File: src/rtl/cla_pkg.sv
// cla_pkg: shared definitions for the pipelined carry-lookahead adder.
//   - legal WIDTH / GROUP ranges and a legality predicate
//   - cla_pg_t: propagate/generate pair for one lookahead group
//   - cla_ngroups(): number of lookahead groups for a given WIDTH/GROUP
package cla_pkg;

    localparam int CLA_WIDTH_MIN = 4;
    localparam int CLA_WIDTH_MAX = 64;
    localparam int CLA_GROUP_MIN = 2;
    localparam int CLA_GROUP_MAX = 8;

    typedef struct packed {
        logic p;
        logic g;
    } cla_pg_t;

    function automatic int cla_ngroups(input int width, input int group);
        return width / group;
    endfunction

    function automatic bit cla_params_legal(input int width, input int group);
        return (width >= CLA_WIDTH_MIN) && (width <= CLA_WIDTH_MAX) &&
               (group >= CLA_GROUP_MIN) && (group <= CLA_GROUP_MAX) &&
               ((width % group) == 0);
    endfunction

endpackage

File: src/rtl/cla_group_pg.sv
// cla_group_pg: GROUP-bit combinational lookahead block.
// Produces the group propagate/generate pair and, from a group carry-in,
// the carry into every bit of the group. All terms are flattened sums of
// products (no ripple through the group).
// Ports:
//   p_i     [GROUP-1:0]  per-bit propagate (a ^ b)
//   g_i     [GROUP-1:0]  per-bit generate  (a & b)
//   c_i                  carry into bit 0 of the group
//   grp_o                group {P, G}
//   carry_o [GROUP-1:0]  carry into each bit of the group (carry_o[0] = c_i)
module cla_group_pg
    import cla_pkg::*;
#(
    parameter int GROUP = 4
) (
    input  logic [GROUP-1:0] p_i,
    input  logic [GROUP-1:0] g_i,
    input  logic             c_i,
    output cla_pg_t          grp_o,
    output logic [GROUP-1:0] carry_o
);

    logic term;
    logic g_acc;
    logic c_acc;

    always_comb begin
        grp_o   = '0;
        carry_o = '0;
        term    = 1'b0;
        g_acc   = 1'b0;
        c_acc   = 1'b0;

        grp_o.p = &p_i;

        // G = g[k-1] | p[k-1]g[k-2] | ... | p[k-1..1]g[0]
        for (int k = 0; k < GROUP; k++) begin
            term = g_i[k];
            for (int m = k + 1; m < GROUP; m++) begin
                term = term & p_i[m];
            end
            g_acc = g_acc | term;
        end
        grp_o.g = g_acc;

        // Carry into bit i: c_i propagated through p[i-1..0], plus every
        // lower generate propagated up to bit i.
        for (int i = 0; i < GROUP; i++) begin
            c_acc = c_i;
            for (int m = 0; m < i; m++) begin
                c_acc = c_acc & p_i[m];
            end
            for (int k = 0; k < i; k++) begin
                term = g_i[k];
                for (int m = k + 1; m < i; m++) begin
                    term = term & p_i[m];
                end
                c_acc = c_acc | term;
            end
            carry_o[i] = c_acc;
        end
    end

endmodule

File: src/rtl/cla_adder_pipe.sv
// cla_adder_pipe: three-stage pipelined carry-lookahead adder,
// sum = (a + b + ci) mod 2^WIDTH, co = carry out of bit WIDTH-1.
// Valid/ready handshake; the whole pipe advances together on
// adv = ~out_valid | out_ready and holds otherwise (bubbles are kept).
// Optional feature macro: CLA_PIPE_OVF_EN adds the signed-overflow output ovf.
// Ports:
//   clk, rst_n            clock, asynchronous active-low reset
//   in_valid / in_ready   operand handshake (in_ready = adv)
//   a, b [WIDTH-1:0], ci  operands and carry-in
//   out_valid / out_ready result handshake
//   sum [WIDTH-1:0], co   result and carry-out, driven from stage-3 registers
//   ovf                   signed overflow (only with CLA_PIPE_OVF_EN)
module cla_adder_pipe
    import cla_pkg::*;
#(
    parameter int WIDTH = 16,
    parameter int GROUP = 4
) (
    input  logic             clk,
    input  logic             rst_n,
    input  logic             in_valid,
    output logic             in_ready,
    input  logic [WIDTH-1:0] a,
    input  logic [WIDTH-1:0] b,
    input  logic             ci,
    output logic             out_valid,
    input  logic             out_ready,
    output logic [WIDTH-1:0] sum,
    output logic             co
`ifdef CLA_PIPE_OVF_EN
    ,
    output logic             ovf
`endif
);

    localparam int NG = cla_ngroups(WIDTH, GROUP);

    if (!cla_params_legal(WIDTH, GROUP)) begin : g_bad_params
        $error("cla_adder_pipe: illegal WIDTH/GROUP combination");
    end

    logic adv;

    // control
    logic vld_p1_q;
    logic vld_p2_q;
    logic vld_p3_q;

    // stage 0 (combinational, from operands)
    logic [WIDTH-1:0] p_p0;
    logic [WIDTH-1:0] g_p0;
    cla_pg_t [NG-1:0] grp_p0;
    logic [WIDTH-1:0] unused_carry_p0;

    // stage 1 registers
    logic [WIDTH-1:0] p_p1_q;
    logic [WIDTH-1:0] g_p1_q;
    logic [NG-1:0]    gp_p1_q;
    logic [NG-1:0]    gg_p1_q;
    logic             ci_p1_q;

    // stage 1 -> 2 second-level lookahead
    logic [NG:0]      gc_d;
    logic             term;
    logic             acc;

    // stage 2 registers
    logic [WIDTH-1:0] p_p2_q;
    logic [WIDTH-1:0] g_p2_q;
    logic [NG:0]      gc_p2_q;

    // stage 2 -> 3 in-group carries
    logic [WIDTH-1:0] carry_p2;
    cla_pg_t [NG-1:0] unused_grp_p2;
    logic [WIDTH-1:0] sum_d;
    logic             co_d;

    // stage 3 registers
    logic [WIDTH-1:0] sum_p3_q;
    logic             co_p3_q;

`ifdef CLA_PIPE_OVF_EN
    logic as_p1_q;
    logic bs_p1_q;
    logic as_p2_q;
    logic bs_p2_q;
    logic ovf_d;
    logic ovf_p3_q;
`endif

    assign adv       = ~vld_p3_q | out_ready;
    assign in_ready  = adv;
    assign out_valid = vld_p3_q;
    assign sum       = sum_p3_q;
    assign co        = co_p3_q;
`ifdef CLA_PIPE_OVF_EN
    assign ovf       = ovf_p3_q;
`endif

    always_ff @(posedge clk or negedge rst_n) begin
        if (!rst_n) begin
            vld_p1_q <= 1'b0;
            vld_p2_q <= 1'b0;
            vld_p3_q <= 1'b0;
        end else if (adv) begin
            vld_p1_q <= in_valid;
            vld_p2_q <= vld_p1_q;
            vld_p3_q <= vld_p2_q;
        end
    end

    // ---- stage 1: bit and group propagate/generate ----
    assign p_p0 = a ^ b;
    assign g_p0 = a & b;

    for (genvar j = 0; j < NG; j++) begin : g_pg_p0
        cla_group_pg #(.GROUP(GROUP)) u_pg (
            .p_i     (p_p0[j*GROUP +: GROUP]),
            .g_i     (g_p0[j*GROUP +: GROUP]),
            .c_i     (1'b0),
            .grp_o   (grp_p0[j]),
            .carry_o (unused_carry_p0[j*GROUP +: GROUP])
        );
    end

    // Bit generates travel alongside p: stage 3 needs them to form the
    // in-group carries.
    always_ff @(posedge clk) begin
        if (adv) begin
            p_p1_q  <= p_p0;
            g_p1_q  <= g_p0;
            ci_p1_q <= ci;
            for (int j = 0; j < NG; j++) begin
                gp_p1_q[j] <= grp_p0[j].p;
                gg_p1_q[j] <= grp_p0[j].g;
            end
`ifdef CLA_PIPE_OVF_EN
            as_p1_q <= a[WIDTH-1];
            bs_p1_q <= b[WIDTH-1];
`endif
        end
    end

    // ---- stage 2: group carries, flattened across all groups ----
    // c[j+1] = ci&P[j..0] | G[0]&P[j..1] | ... | G[j]
    always_comb begin
        gc_d    = '0;
        term    = 1'b0;
        acc     = 1'b0;
        gc_d[0] = ci_p1_q;
        for (int j = 0; j < NG; j++) begin
            acc = ci_p1_q;
            for (int m = 0; m <= j; m++) begin
                acc = acc & gp_p1_q[m];
            end
            for (int k = 0; k <= j; k++) begin
                term = gg_p1_q[k];
                for (int m = k + 1; m <= j; m++) begin
                    term = term & gp_p1_q[m];
                end
                acc = acc | term;
            end
            gc_d[j+1] = acc;
        end
    end

    always_ff @(posedge clk) begin
        if (adv) begin
            p_p2_q  <= p_p1_q;
            g_p2_q  <= g_p1_q;
            gc_p2_q <= gc_d;
`ifdef CLA_PIPE_OVF_EN
            as_p2_q <= as_p1_q;
            bs_p2_q <= bs_p1_q;
`endif
        end
    end

    // ---- stage 3: in-group carries and final sum ----
    for (genvar j = 0; j < NG; j++) begin : g_pg_p2
        cla_group_pg #(.GROUP(GROUP)) u_pg (
            .p_i     (p_p2_q[j*GROUP +: GROUP]),
            .g_i     (g_p2_q[j*GROUP +: GROUP]),
            .c_i     (gc_p2_q[j]),
            .grp_o   (unused_grp_p2[j]),
            .carry_o (carry_p2[j*GROUP +: GROUP])
        );
    end

    assign sum_d = p_p2_q ^ carry_p2;
    assign co_d  = gc_p2_q[NG];
`ifdef CLA_PIPE_OVF_EN
    assign ovf_d = (as_p2_q ~^ bs_p2_q) & (sum_d[WIDTH-1] ^ as_p2_q);
`endif

    // Output registers are reset so the result bus reads zero in reset.
    always_ff @(posedge clk or negedge rst_n) begin
        if (!rst_n) begin
            sum_p3_q <= '0;
            co_p3_q  <= 1'b0;
`ifdef CLA_PIPE_OVF_EN
            ovf_p3_q <= 1'b0;
`endif
        end else if (adv) begin
            sum_p3_q <= sum_d;
            co_p3_q  <= co_d;
`ifdef CLA_PIPE_OVF_EN
            ovf_p3_q <= ovf_d;
`endif
        end
    end

endmodule

File: config.mk
export PLATFORM = sky130hd
export DESIGN_NAME = cla_adder_pipe
export DESIGN_NICKNAME = d
export VERILOG_FILES = /design/src/rtl/cla_pkg.sv /design/src/rtl/cla_group_pg.sv /design/src/rtl/cla_adder_pipe.sv
export SDC_FILE = /design/constraint.sdc
export NUM_CORES = 1
export LEC_CHECK = 0
export ABC_AREA = 1
export BUFFER_PORTS_ARGS = -buffer_cell sky130_fd_sc_hd__buf_2
export CAP_MARGIN = 20
export CORE_MARGIN = 2
export CORE_UTILIZATION = 35
export DETAILED_ROUTE_END_ITERATION = 8
export SLEW_MARGIN = 20
export SYNTH_ARGS = -nofsm -noshare
export SYNTH_HDL_FRONTEND = slang
export SYNTH_SLANG_ARGS = --single-unit
File: constraint.sdc
create_clock -name clk -period 1.7 [get_ports clk]
set_clock_uncertainty 0.05 [all_clocks]
set_input_delay 0.51 -clock clk [delete_from_list [all_inputs] [get_ports clk]]
set_output_delay 0.51 -clock clk [all_outputs]
set_load 0.02 [all_outputs]
Word-level counts from Yosys, hierarchy flattened
Cells that the tools add are included.

storage, ports and cells
  register bits after elaboration = 96
  output and inout port bits = 19
  latch bits = 0
  memory bits (writable) = 0
  logic and storage cells = 126
  bits of input ports = 37
  memory bits (read-only) = 0
  memories = 0

operators by class
  eq/ne operators = 0
  magnitude comparators = 0
  mux-type cells = 0
  shifts and indexed selects = 0
  $mul = 0
  add/subtract/negate cells = 0
  bitwise operators = 109
  divide/modulo/power cells = 0
  reduce and logical (&&, ||, !) cells = 4

operators with widths
  cell                 count
  bitwise AND 1 bit    58
  bitwise OR 1 bit     47
  bitwise XOR 16 bit   2
  bitwise AND 16 bit   1
  AND reduction 4 bit  4
  inverter 1 bit       1

Depth between registers and ports, before layout
  word-level depth = 8
  mapped depth = 7
  mapped depth without buffers = 7

Cells and area by module
Synthesis repeated with hierarchy kept, for this count alone.

second synthesis, totals
  cell total of the unflattened synthesis = 337
  area total of the unflattened synthesis = 4347.9 µm²

by module, submodules not included
  module          times used  area an instance (µm²)  seq. area each (µm²)  cells an instance
  cla_adder_pipe  1           3537.1                  2842.7                185
  cla_group_pg    8           101.3                   0.0                   19

Worst setup path before layout
Ideal clock, no wire load.

  path type = register to output
  from = register vld_p3_q (netlist: out_valid)
  to = output port in_ready
  stages on the path, launching flop included = 5
  slack = 0.011 ns
  data arrival time = 1.129 ns
  data required time = 1.140 ns
  path buffers = 1
  cells stage by stage = dfrtp_1 > inv_1 > nor2_4 > inv_4 > buf_6

on the way
  cells in the longest elaborated chain, start to end = 2

ends and longest elaborated chain
  item                    RTL line               source
  start, declared         cla_adder_pipe.sv:47   logic vld_p3_q;
  start signal, assigned  cla_adder_pipe.sv:108  vld_p3_q <= vld_p2_q;
  inverter 1 bit          cla_adder_pipe.sv:91   assign adv = ~vld_p3_q | out_ready;
  bitwise OR 1 bit        cla_adder_pipe.sv:91
  end, declared           cla_adder_pipe.sv:22   output logic in_ready,

No other way between the ends.

Final worst setup path
Same ends and word-level chain as after synthesis.

==> flow_summary_export.csv <==
group,metric,value,unit
yosys,ys_types,21,
sta,max_slew_margin,67.7,%
clock_network,path_clk_slew,90,ps
drt,drt_iter0_markers,87,
final_layout,syn_to_final_growth,20.5,%
global_routing,overflow,0,
final_layout,n_fill_cell,965,
final_layout,drive_gt1_share,26.1,%
drt,wl_per_cell,11.8,um
floorplanning,fp-row-count,37,
floorplanning,core,10200,um2
yosys,synthCells,269,
yosys,syn-cell-area,3620,um2
setup_path,crit_type,"flop to primary output",
final_layout,stdcell_area,4370,um2
clock_network,root_buffer,"clkbuf_8",
setup_path,cp.required,1140,ps
sta,fmax,0.613,GHz
placement,dp_cells,460,
min_path,hp-class,"input pin to asynchronous set/reset pin",
yosys,yosys.area.top_type,"edfxtp_1",
yosys,seq_area_frac_synth,71.8,%
pwr,p_total,6870,uW
drt,wl,5.63,mm
sta,timing.final.crit_share,95.9,%
yosys,yosysWarnings,0,
global_routing,antenna_found_initial,0,
job,drv_cap,0,
floorplanning,die_area,11200,um2
pwr,p_leak,0.00191,uW
final_layout,utilization,42.9,%
clock_network,cts_made_buffers,9,
sta,fin_tns_setup,0,ps
floorplanning,die_h,106,um
clock_network,clockBufferDepth,2,
clock_network,tritoncts,"built",
setup_path,path_max_fanout,3,
global_routing,grt_pass1_vias,2033,
global_routing,grt_max_degree,48,
placement,placed_cell_area,4090,um2
pwr,vdd_drop_max,0.603,mV
global_routing,grt_util_all_layers,10.9,%
yosys,ys_seq_elements,90,
floorplanning,num_io_pins,56,
yosys,synthTopCellsByArea,"edfxtp_1, dfrtp_1, ha_1",
clock_network,htreeDepth,3,
placement,gp_congestion,0.780,
clock_network,ctsHoldBuffers,0,
sta,maxSlewViolCount,0,
final_layout,final_cell_mix,"edfxtp_1, nand2_1, buf_2, nand3_1",
yosys,syn_avg_cell_area,13.5,um2
clock_network,clock-sinks,90,
setup_path,end_kind,"primary output",
final_layout,final_cells,477,
yosys,synth_nets,326,
placement,dp.final_hpwl,3.95,mm
drt,vias,2135,
sta,hold_violations,0,
final_layout,diodes,0,
final_layout,final_common_cell,"edfxtp_1",
sta,rsz0062_at_grt,"false",
setup_path,worst-endpoint-arrival,1070,ps
drt,viasPerCell,4.48,
sta,worst_slew_pin_slew,484,ps
floorplanning,die_w,106,um
placement,port_buffers,55,
global_routing,grt_pass1_wl,9.49,mm
drt,drtPass1Iterations,4,
clock_network,clock_latency,350,ps
sta,finalSetupViolCount,0,
floorplanning,initial_core_util,35.6,%
status,status,"completed",
setup_path,start_kind,"flop",
pwr,powerDensity,1570,nW/um2
yosys,synth_top_area_share,58.0,%
drt,ant_nets,0,
drt,drc_errors,0,
final_layout,nets,393,
sta,min_period,1630,ps
==> timing repair <==
action                                  4_1_cts  5_1_grt
endpoints found under the setup margin        1        1
endpoints found under the hold margin         0        0
pin swaps                                     0        1
gates resized for setup                       1        2
setup buffers                                 0        1
cloned                                        0        0
==> synth_stat cells, drive strengths merged <==
| master | instances |
|---|---|
| nor2 | 10 |
| nor3 | 4 |
| a21o | 3 |
| a211o | 1 |
| edfxtp | 70 |
| nand4 | 9 |
| inv | 16 |
| o21ai | 9 |
| nand2 | 69 |
| a21oi | 4 |
| ha | 20 |
| dfrtp | 20 |
| nand3 | 31 |
| buf | 3 |
==> power by group <==
| group | internal (uW) | total (uW) | leakage, uW | switching (uW) |
|---|---|---|---|---|
| Sequential | 3140 | 3440 | 0.000963 | 305 |
| Clock | 1130 | 1860 | 0.000131 | 722 |
| Combinational | 570 | 1570 | 0.000814 | 1000 |
| Total | 4840 | 6870 | 0.00191 | 2030 |
==> worst max-delay path, stage by stage, from the launching register on <==
cell and delay, ps:
dfrtp_1 370, inv_2 50, nor2_4 130, inv_4 60, buf_6 130
==> routing by layer <==
| layer | global-route usage, % | part of all wire (%) |
|---|---|---|
| met1 | 13.3 | 43 |
| met2 | 18.1 | 50 |
| met3 | 2.47 | 4.3 |
| met4 | 5.36 | 2.0 |
| met5 | 0 | 0 |
==> final cells by class <==
| class | instances | area, um2 | share of cell area, % |
|---|---|---|---|
| flip-flops and latches | 90 | 2600 | 59.6 |
| inverters | 16 | 62.6 | 1.43 |
| repair buffers | 59 | 337 | 7.71 |
| clock buffers | 10 | 128 | 2.92 |
| well taps | 136 | 170 | 3.90 |
| clock inverters | 6 | 138 | 3.15 |
| multi-input cells | 160 | 928 | 21.3 |
==> stage by stage <==
stage	hold WS, ps	setup WS (ps)
2_1_floorplan	164	11.0
4_1_cts	52.1	23.5
6_report	60.1	69.0
3_5_place_dp	355	22.5
5_1_grt	71.6	11.8
3_3_place_gp	351	65.5
==> kinds of logic after synthesis <==
group,Yosys count,share of synthesized area (%)
AO/OA/AOI/OAI,17,2.76
adder cells (fa/ha/maj),20,6.91
buffers and inverters,19,2.56
flip-flops,90,71.8
AND/OR/NAND/NOR,123,16.0
==> worst paths after layout <==
path | from | end | slack (ps) | cells past startpoint
min in group clk | ci | ci_p1_q$_DFFE_PP_ | 290 | 1
max in group asynchronous | rst_n | co$_DFFE_PN0P_ | 1200 | 1
worst min register to register | p_p1_q[4]$_DFFE_PP_ | p_p2_q[4]$_DFFE_PP_ | 370 | 0
worst max-delay path | out_valid$_DFFE_PN0P_ | in_ready | 70 | 4
worst min-delay path | rst_n | sum[13]$_DFFE_PN0P_ | 60 | 1
worst max register to register | out_valid$_DFFE_PN0P_ | sum[5]$_DFFE_PN0P_ | 380 | 7
==> sequential cells by signal, summed over array words and instances (netlist names), 4 cells and up <==
register  flops
p_p2_q       16
sum          16
gp_p1_q       4
p_p1_q       16
gg_p1_q       4
gc_p2_q       5
g_p1_q       12
g_p2_q       12
No activity file was read; power rests on OpenSTA's default activity.
